===== config.mk =====
export PLATFORM = sky130hd
export DESIGN_NAME = apb_modport_slave
export DESIGN_NICKNAME = d
export VERILOG_FILES = /design/src/rtl/apb_pkg.sv /design/src/rtl/apb_slot_mem.sv /design/src/rtl/apb_modport_slave.sv
export SDC_FILE = /design/constraint.sdc
export NUM_CORES = 2
export LEC_CHECK = 0
export BUFFER_PORTS_ARGS = -buffer_cell sky130_fd_sc_hd__buf_4
export CAP_MARGIN = 20
export CORE_UTILIZATION = 45
export DETAILED_ROUTE_END_ITERATION = 12
export GPL_ROUTABILITY_DRIVEN = 0
export PLACE_DENSITY = 0.62
export SLEW_MARGIN = 10
export SYNTH_ARGS = -nofsm -noshare
export SYNTH_HDL_FRONTEND = slang
export SYNTH_SLANG_ARGS = --single-unit

===== constraint.sdc =====
create_clock -name Pclk -period 3.3 [get_ports Pclk]
set_input_delay 0.33 -clock Pclk [delete_from_list [all_inputs] [get_ports Pclk]]
set_output_delay 0.33 -clock Pclk [all_outputs]
set_load 0.02 [all_outputs]

===== src/rtl/apb_pkg.sv =====
// Shared APB definitions: bus-phase state encoding, default geometry and
// the select-vector helper used by the peripheral slave.
package apb_pkg;

    localparam int DATA_W      = 32;
    localparam int ADDR_W      = 32;
    localparam int DEF_NUM_SLV = 4;
    localparam int DEF_DEPTH   = 16;

    typedef enum logic [1:0] {
        IDLE   = 2'd0,
        SETUP  = 2'd1,
        ACCESS = 2'd2
    } apb_state_e;

    // True when exactly one bit of the (zero-extended) select vector is set.
    function automatic logic is_onehot(input logic [DATA_W-1:0] v);
        return (v != {DATA_W{1'b0}}) && ((v & (v - DATA_W'(1))) == {DATA_W{1'b0}});
    endfunction

endpackage


===== src/rtl/apb_slot_mem.sv =====
// One peripheral slot: DEPTH x DATA_W register file, cleared asynchronously,
// single write port and a combinational read port.
module apb_slot_mem
    import apb_pkg::*;
#(
    parameter int DEPTH = DEF_DEPTH,
    parameter int IDX_W = $clog2(DEPTH)
) (
    input  logic              clk_i,
    input  logic              rst_n_i,
    input  logic              we_i,
    input  logic [IDX_W-1:0]  waddr_i,
    input  logic [DATA_W-1:0] wdata_i,
    input  logic [IDX_W-1:0]  raddr_i,
    output logic [DATA_W-1:0] rdata_o
);

    logic [DATA_W-1:0] mem_q [DEPTH];

    // Word storage: whole array cleared on reset, one word written per enable.
    always_ff @(posedge clk_i or negedge rst_n_i) begin
        if (!rst_n_i) begin
            for (int i = 0; i < DEPTH; i++) begin
                mem_q[i] <= {DATA_W{1'b0}};
            end
        end else if (we_i) begin
            mem_q[waddr_i] <= wdata_i;
        end
    end

    assign rdata_o = mem_q[raddr_i];

endmodule


===== src/rtl/apb_modport_slave.sv =====
// Zero-wait-state APB slave fronting NUM_SLV independent register-file slots,
// with a registered read-data port and a sticky protocol-violation flag.
module apb_modport_slave
    import apb_pkg::*;
#(
    parameter int NUM_SLV = DEF_NUM_SLV,
    parameter int DEPTH   = DEF_DEPTH
) (
    input  logic               Pclk,
    input  logic               Presetn,
    input  logic [NUM_SLV-1:0] Pselx,
    input  logic [ADDR_W-1:0]  Paddr,
    input  logic [DATA_W-1:0]  Pwdata,
    input  logic               Penable,
    input  logic               Pwrite,
    output logic [DATA_W-1:0]  Prdata,
    output logic               Perr
);

    localparam int IDX_W = $clog2(DEPTH);

    apb_state_e         state_q, state_d;
    logic [NUM_SLV-1:0] sel_q, sel_d;
    logic [ADDR_W-1:0]  addr_q, addr_d;
    logic               write_q, write_d;
    logic [DATA_W-1:0]  wdata_q, wdata_d;
    logic [DATA_W-1:0]  prdata_q, prdata_d;
    logic               perr_q, perr_d;

    logic               sel_any_s;
    logic               sel_onehot_s;
    logic               setup_cycle_s;
    logic               access_cycle_s;
    logic               changed_s;
    logic               viol_s;
    logic               wr_commit_s;
    logic [IDX_W-1:0]   idx_s;
    logic [DATA_W-1:0]  slot_rdata_s [NUM_SLV];
    logic [DATA_W-1:0]  rd_mux_s;

    assign sel_any_s    = (Pselx != {NUM_SLV{1'b0}});
    assign sel_onehot_s = is_onehot(DATA_W'(Pselx));
    assign idx_s        = Paddr[IDX_W+1:2];

    // Bus-phase tracking; IDLE and ACCESS share the same exit rule.
    always_comb begin
        state_d = IDLE;
        case (state_q)
            IDLE: begin
                if (sel_any_s && !Penable) begin
                    state_d = SETUP;
                end else begin
                    state_d = IDLE;
                end
            end
            SETUP: begin
                if (Penable) begin
                    state_d = ACCESS;
                end else begin
                    state_d = IDLE;
                end
            end
            ACCESS: begin
                if (sel_any_s && !Penable) begin
                    state_d = SETUP;
                end else begin
                    state_d = IDLE;
                end
            end
            default: state_d = IDLE;
        endcase
    end

    // Setup cycle = the cycle whose edge moves the FSM into SETUP; the access
    // cycle is then observed with the FSM already sitting in SETUP.
    assign setup_cycle_s  = (state_q != SETUP) && sel_any_s && !Penable;
    assign access_cycle_s = (state_q == SETUP) && Penable;

    assign changed_s = access_cycle_s &&
                       ((Pselx != sel_q) || (Paddr != addr_q) ||
                        (Pwrite != write_q) || (Pwdata != wdata_q));

    assign viol_s = ((state_q == IDLE) && Penable) || changed_s ||
                    (sel_any_s && !sel_onehot_s);

    assign wr_commit_s = access_cycle_s && Pwrite && sel_onehot_s && !viol_s;

    for (genvar g = 0; g < NUM_SLV; g++) begin : g_slot
        apb_slot_mem #(
            .DEPTH (DEPTH),
            .IDX_W (IDX_W)
        ) u_mem (
            .clk_i   (Pclk),
            .rst_n_i (Presetn),
            .we_i    (wr_commit_s & Pselx[g]),
            .waddr_i (idx_s),
            .wdata_i (Pwdata),
            .raddr_i (idx_s),
            .rdata_o (slot_rdata_s[g])
        );
    end

    // AND-OR read mux; only meaningful when the select is one-hot.
    always_comb begin
        rd_mux_s = {DATA_W{1'b0}};
        for (int i = 0; i < NUM_SLV; i++) begin
            rd_mux_s = rd_mux_s | (slot_rdata_s[i] & {DATA_W{Pselx[i]}});
        end
    end

    // Next values for setup capture, read data and the sticky error flag.
    always_comb begin
        sel_d    = sel_q;
        addr_d   = addr_q;
        write_d  = write_q;
        wdata_d  = wdata_q;
        prdata_d = prdata_q;
        perr_d   = perr_q | viol_s;
        if (setup_cycle_s) begin
            sel_d   = Pselx;
            addr_d  = Paddr;
            write_d = Pwrite;
            wdata_d = Pwdata;
            if (!Pwrite) begin
                prdata_d = sel_onehot_s ? rd_mux_s : {DATA_W{1'b0}};
            end else begin
                prdata_d = prdata_q;
            end
        end else begin
            prdata_d = prdata_q;
        end
    end

    // Control and output registers.
    always_ff @(posedge Pclk or negedge Presetn) begin
        if (!Presetn) begin
            state_q  <= IDLE;
            sel_q    <= {NUM_SLV{1'b0}};
            addr_q   <= {ADDR_W{1'b0}};
            write_q  <= 1'b0;
            wdata_q  <= {DATA_W{1'b0}};
            prdata_q <= {DATA_W{1'b0}};
            perr_q   <= 1'b0;
        end else begin
            state_q  <= state_d;
            sel_q    <= sel_d;
            addr_q   <= addr_d;
            write_q  <= write_d;
            wdata_q  <= wdata_d;
            prdata_q <= prdata_d;
            perr_q   <= perr_d;
        end
    end

    assign Prdata = prdata_q;
    assign Perr   = perr_q;

endmodule


After elaboration in Yosys (flattened, before gate mapping)
Index checks and enable logic that the tools add are counted.
W data, S select, Z words.
Word-level totals
  bits in registers: 2152
  input bits: 72
  output and inout port bits: 33
  word-level logic and storage cells: 143
Cells by class
  add/sub/neg operators: 1
  $lt $le $gt $ge: 2
  eq/ne operators: 7
  multiplexer cells: 22
  bitwise gates (word level): 15
  reduce and logical (&&, ||, !) cells: 25
Operators with widths (count)
  $bwmux W512: 4
  $bmux W32 S4: 4
  $mux W32: 10
  $and A32 B32 Y32: 4
  $demux W32 S4: 1
  $or A32 B32 Y32: 3
  $ne A32 B32 Y1: 2
  $and A4 B32 Y32: 1
  $logic_not A32 Y1: 1
  $logic_and A1 B1 Y1: 12
  $ge A5 B5 Y1 const B: 1
  $logic_or A1 B1 Y1: 5
  $lt A5 B1 Y1 const B: 1
  $not A4 Y5: 1
  $sub A4 B1 Y5 const B: 1
  $and A1 B1 Y1: 4
  $ne A4 B4 Y1: 1
  $pmux W2 S2: 1
  $reduce_bool A4 Y1: 1
  $logic_not A1 Y1: 3
  $eq A2 B1 Y1 const B: 1
  $eq A2 B2 Y1 const B: 1
  $logic_not A2 Y1: 1
  $mux W2: 1
  7 further kinds: 7

Longest topological paths before layout
  depth after elaboration: 10
  depth in mapped cells: 11
  depth with buffers taken out: 6

By module
From an unflattened synthesis, not the netlist that was laid out.
Second synthesis, totals
  cell total of the unflattened synthesis: 6102
  area, all modules: 96437.5 µm²
By module, submodules not included
  apb_slot_mem: times used 4, cells each 1404, area each 22774.3 µm²
  apb_modport_slave: times used 1, cells each 486, area each 5340.1 µm²

Worst setup path after synthesis
Ideal clock, no wire load.
  path kind: register to register
  start: register wdata_q[7]
  end: register g_slot[0].u_mem.mem_q[100] in the netlist's numbering
  setup time: 125 ps
  arrival: 2421 ps
  data required time: 3175 ps
  setup slack: 754 ps
  cell stages (with the launch flop): 11
  path buffers: 4
  period minus slack after synthesis: 2546 ps
  cell sequence: dfrtp_1 -> xnor2_1 -> nand4_1 -> nor4_1 -> nand4_1 -> clkbuf_2 -> buf_2 -> or4_4 -> buf_6 -> buf_6 -> mux2_4
Between the ends
  longest elaborated chain between the ends: 8
Ends and longest elaborated chain
  from (decl): line apb_modport_slave.sv:26  | logic [DATA_W-1:0] wdata_q, wdata_d;
  from (signal assigned): line apb_modport_slave.sv:141  | wdata_q <= {DATA_W{1'b0}};
  from (signal assigned): line apb_modport_slave.sv:149  | wdata_q <= wdata_d;
  $ne A32 B32 Y1: line apb_modport_slave.sv:81  | (Pwrite != write_q) || (Pwdata != wdata_q));
  $logic_or A1 B1 Y1: line apb_modport_slave.sv:81
  $logic_and A1 B1 Y1: line apb_modport_slave.sv:79  | assign changed_s = access_cycle_s &&
  $logic_or A1 B1 Y1 (2 in series): line apb_modport_slave.sv:83  | assign viol_s = ((state_q == IDLE) && Penable) || changed_s ||
  $logic_not A1 Y1: line apb_modport_slave.sv:86  | assign wr_commit_s = access_cycle_s && Pwrite && sel_onehot_s && !viol_s;
  $logic_and A1 B1 Y1: line apb_modport_slave.sv:86
  $and A1 B1 Y1: line apb_modport_slave.sv:95  | .we_i (wr_commit_s & Pselx[g]),
  to (signal, indexed assignment): line apb_slot_mem.sv:24  | mem_q[i] <= {DATA_W{1'b0}};
  to (signal, indexed assignment): line apb_slot_mem.sv:27  | mem_q[waddr_i] <= wdata_i;
  to (decl): line apb_slot_mem.sv:18  | logic [DATA_W-1:0] mem_q [DEPTH];
No other way between the ends.
A chain may end at the register's enable or synchronous reset.

Worst setup path after layout
  start: register wdata_q[29]
  end: register g_slot[2].u_mem.mem_q[165] in the netlist's numbering
Between the ends
  longest elaborated chain between the ends: 8
Ends and longest elaborated chain (line)
  $ne A32 B32 Y1: apb_modport_slave.sv:81
  $logic_or A1 B1 Y1: apb_modport_slave.sv:81
  $logic_and A1 B1 Y1: apb_modport_slave.sv:79
  $logic_or A1 B1 Y1 (2 in series): apb_modport_slave.sv:83
  $logic_not A1 Y1: apb_modport_slave.sv:86
  $logic_and A1 B1 Y1: apb_modport_slave.sv:86
  $and A1 B1 Y1: apb_modport_slave.sv:95
  to (signal, indexed assignment): apb_slot_mem.sv:24
  to (signal, indexed assignment): apb_slot_mem.sv:27
  to (decl): apb_slot_mem.sv:18
No other way between the ends.

==> results.cfg <==
[status]
outcome = finished with violations
violations = setup timing

[grt]
grt_start_max_net_pins = 167
grt_pass1_wl_um = 465000
grt_util_all_layers_pct = 26.2
grt_pass1_vias = 66000
antenna_found_initial = 9
overflow = 0

[routing]
route.detailed.drc = 0
routed_wirelength_um = 321000
viasPerCell = 5.93
vias = 62300
avgRoutedWirePerCell_um = 30.6
dr.pass1.iters = 5
antenna_left = 0
drt-initial-drc-count = 5329

[layout]
finish.instance_area_um2 = 123000
layout_common_cells = dfrtp_1, mux2_4, mux2i_1, buf_4, mux2_2
layout_commonest_cell = dfrtp_1
area_growth_pct = 15.0
n_fill_cell = 19300
fin_util_pct = 52.1
fin_nets = 7227
layout-drive-gt1-share_pct = 47.2

[cts]
cts_sinks = 2152
cts_tree = yes
numCtsBuffers = 222
htree_levels = 4
insertion_delay_ns = 0.87
cts_root_buf = clkbuf_16
clk_pin_slew_worst_paths_ns = 0.06
cts_buffer_depth = 3

[power]
peakVddDrop_v = 0.000564
p_leak_nw = 63.6
cellPowerDensity_nw_per_um2 = 468

[worst_setup_path]
r2r_end = g_slot[2].u_mem.mem_q[165]$_DFFE_PN0P_
endpoint_kind = flop
reg2reg_slack_ns = -0.15
critPathKind = flop to flop
r2r_start = wdata_q[29]$_DFFE_PN0P_
endpoint = g_slot[2].u_mem.mem_q[165]$_DFFE_PN0P_
cp-startpoint = wdata_q[29]$_DFFE_PN0P_
critPathLaunchType = flop
critPathArrivalTime_ns = 4.18
reg2reg_depth = 10
worstPathMaxFanout = 37
worstPathRequired_ns = 4.03

[sta]
rsz0062_at_grt = true
whs_ns = 0.0550
worst_pin_slew_ns = 1.07
skew_ns = 0.0271
finalWorstSetupSlack_ns = -0.148
setup_viol = 1451
timing.final.crit_share_pct = 104
slew_headroom_pct = 29.0
finalHoldViolCount = 0
max_freq_mhz = 290
slew_violations = 0
period_needed_ns = 3.45

[logic_synthesis]
synth-main-ff-cell = dfrtp_1
synth_cell_type_count = 47
ys_async_sr_fraction_pct = 100
yosysWarnings = 0
synth-seq-cells = 2152
avgSynthCellArea_um2 = 15.4
syn_nets = 7024
synth_area_um2 = 107000
synth_edf_count = 0
yosysSeqAreaShare_pct = 50.4
synthCells = 6952

[floorplanning]
start_util_pct = 45.3
fp.dieH_um = 489
rows = 178
boundaryPins = 105
die_w_um = 489
dieArea_um2 = 239000
core-area_um2 = 236000

[placed_design]
hpwl_um = 193000
portBuffers = 104
placed_area_um2 = 113000

[worst_hold_path]
hp-class = input pin to flop
min_delay_path_depth = 3

[job]
drv_cap = 0
==> layout make-up <==
| type | count | area, µm² | area share [%] |
|---|---|---|---|
| repair buffers | 727 | 8730 | 7.11 |
| diodes | 4 | 10.0 | 0.00815 |
| multi-input cells | 4052 | 48500 | 39.5 |
| clock buffers | 328 | 6610 | 5.38 |
| flip-flops and latches | 2152 | 53900 | 43.9 |
| clock inverters | 82 | 1170 | 0.951 |
| well taps | 3150 | 3940 | 3.21 |
==> metal layers <==
layer / part of all wire (%) / wire, µm / global-route usage, % / vias to the layer above
li1: - / - / - / 25800
met1: 45 / 145000 / 38.0 / 34000
met2: 44 / 143000 / 39.7 / 2028
met3: 6.4 / 20600 / 4.26 / 486
met4: 3.8 / 12300 / 9.29 / 4
met5: 0.0053 / 17 / 0 / -
==> flip-flops by register name (all words and copies together) (netlist names) <==
signal / count
write_q: 1
sel_q: 4
state_q: 2
addr_q: 32
wdata_q: 32
Prdata: 32
Perr: 1
g_slot.u_mem.mem_q: 2048
==> worst min path at each step <==
stage	to	from
2_1_floorplan	Perr$_DFF_PN0_	Presetn
5_1_grt	g_slot[0].u_mem.mem_q[258]$_DFFE_PN0P_	Pwdata[2]
4_1_cts	addr_q[2]$_DFFE_PN0P_	Paddr[2]
6_report	addr_q[2]$_DFFE_PN0P_	Paddr[2]
3_5_place_dp	g_slot[3].u_mem.mem_q[431]$_DFFE_PN0P_	Presetn
3_3_place_gp	g_slot[3].u_mem.mem_q[495]$_DFFE_PN0P_	Presetn
==> per-stage QoR <==
| step | worst slack, ns | TNS (ns) | power (mW) | std cells |
|---|---|---|---|---|
| after floorplan | 0.754 | 0 | 28.9 | 6952 |
| after global placement | -1.36 | -2551.99 | 31.0 | 10000 |
| after detailed placement | -0.638 | -1113.60 | 31.1 | 10000 |
| after CTS | -0.191 | -227.98 | 57.9 | 10500 |
| after global routing | -0.158 | -130.67 | 59.2 | 10500 |
| final | -0.148 | -81.95 | 57.5 | 10500 |
==> repair_timing <==
item,CTS,global route
gates resized for setup,29,35
setup buffers,2,2
hold buffers,38,0
pin swaps,12,16
endpoints found under the hold margin,747,0
endpoints found under the setup margin,2048,2031
cloned,9,27
==> cells by family (layout without fill, tap and decap cells) <==
group / count (synthesis) / in the layout / synth area share [%]
multiplexers: 2950 / 2950 / 38.7
flip-flops: 2152 / 2152 / 50.4
buffers and inverters: 748 / 1137 / 4.41
AND/OR/NAND/NOR: 567 / 567 / 2.92
AO/OA/AOI/OAI: 464 / 464 / 2.96
XOR/XNOR: 70 / 70 / 0.574
adder cells (fa/ha/maj): 1 / 1 / 0.00937
other: 0 / 4 / 0
==> synthesized netlist by cell type, drive strengths merged (6+ instances only) <==
cell,n,area (µm²)
or4,64,664
a22oi,46,345
nand4,80,500
nor2,86,323
mux4,192,4320
dfrtp,2152,53900
o22ai,209,1310
xnor2,65,569
o21ai,20,100
o22a,15,131
nor2b,7,43.8
and3,13,81.3
o211ai,14,105
mux2,2117,30600
nand2b,6,37.5
a211oi,14,105
mux2i,641,6430
clkbuf,369,1390
a31oi,31,194
buf,379,3320
o221a,17,191
a311oi,14,123
nor4,27,169
nand4b,12,105
nand2,177,664
a21oi,47,235
nand3,25,130
nor3,57,285
a32oi,36,315
==> worst max-delay path: stages, from the launching register on <==
cell	delay [ns]
dfrtp_1	0.41
xnor2_2	0.43
nand4_1	0.21
buf_4	0.18
nor4_2	0.22
buf_4	0.20
nand3_4	0.08
buf_12	0.21
or4_2	0.70
buf_12	0.25
mux2_4	0.34
==> where the power goes <==
group	total, mW	internal, mW	leakage, nW	switching, mW
sequential	26.9	26.6	29.9	0.245
clock	26.8	15.8	3.84	11.0
combinational	3.82	1.28	29.9	2.54
Power figures use the tool's default switching activity.
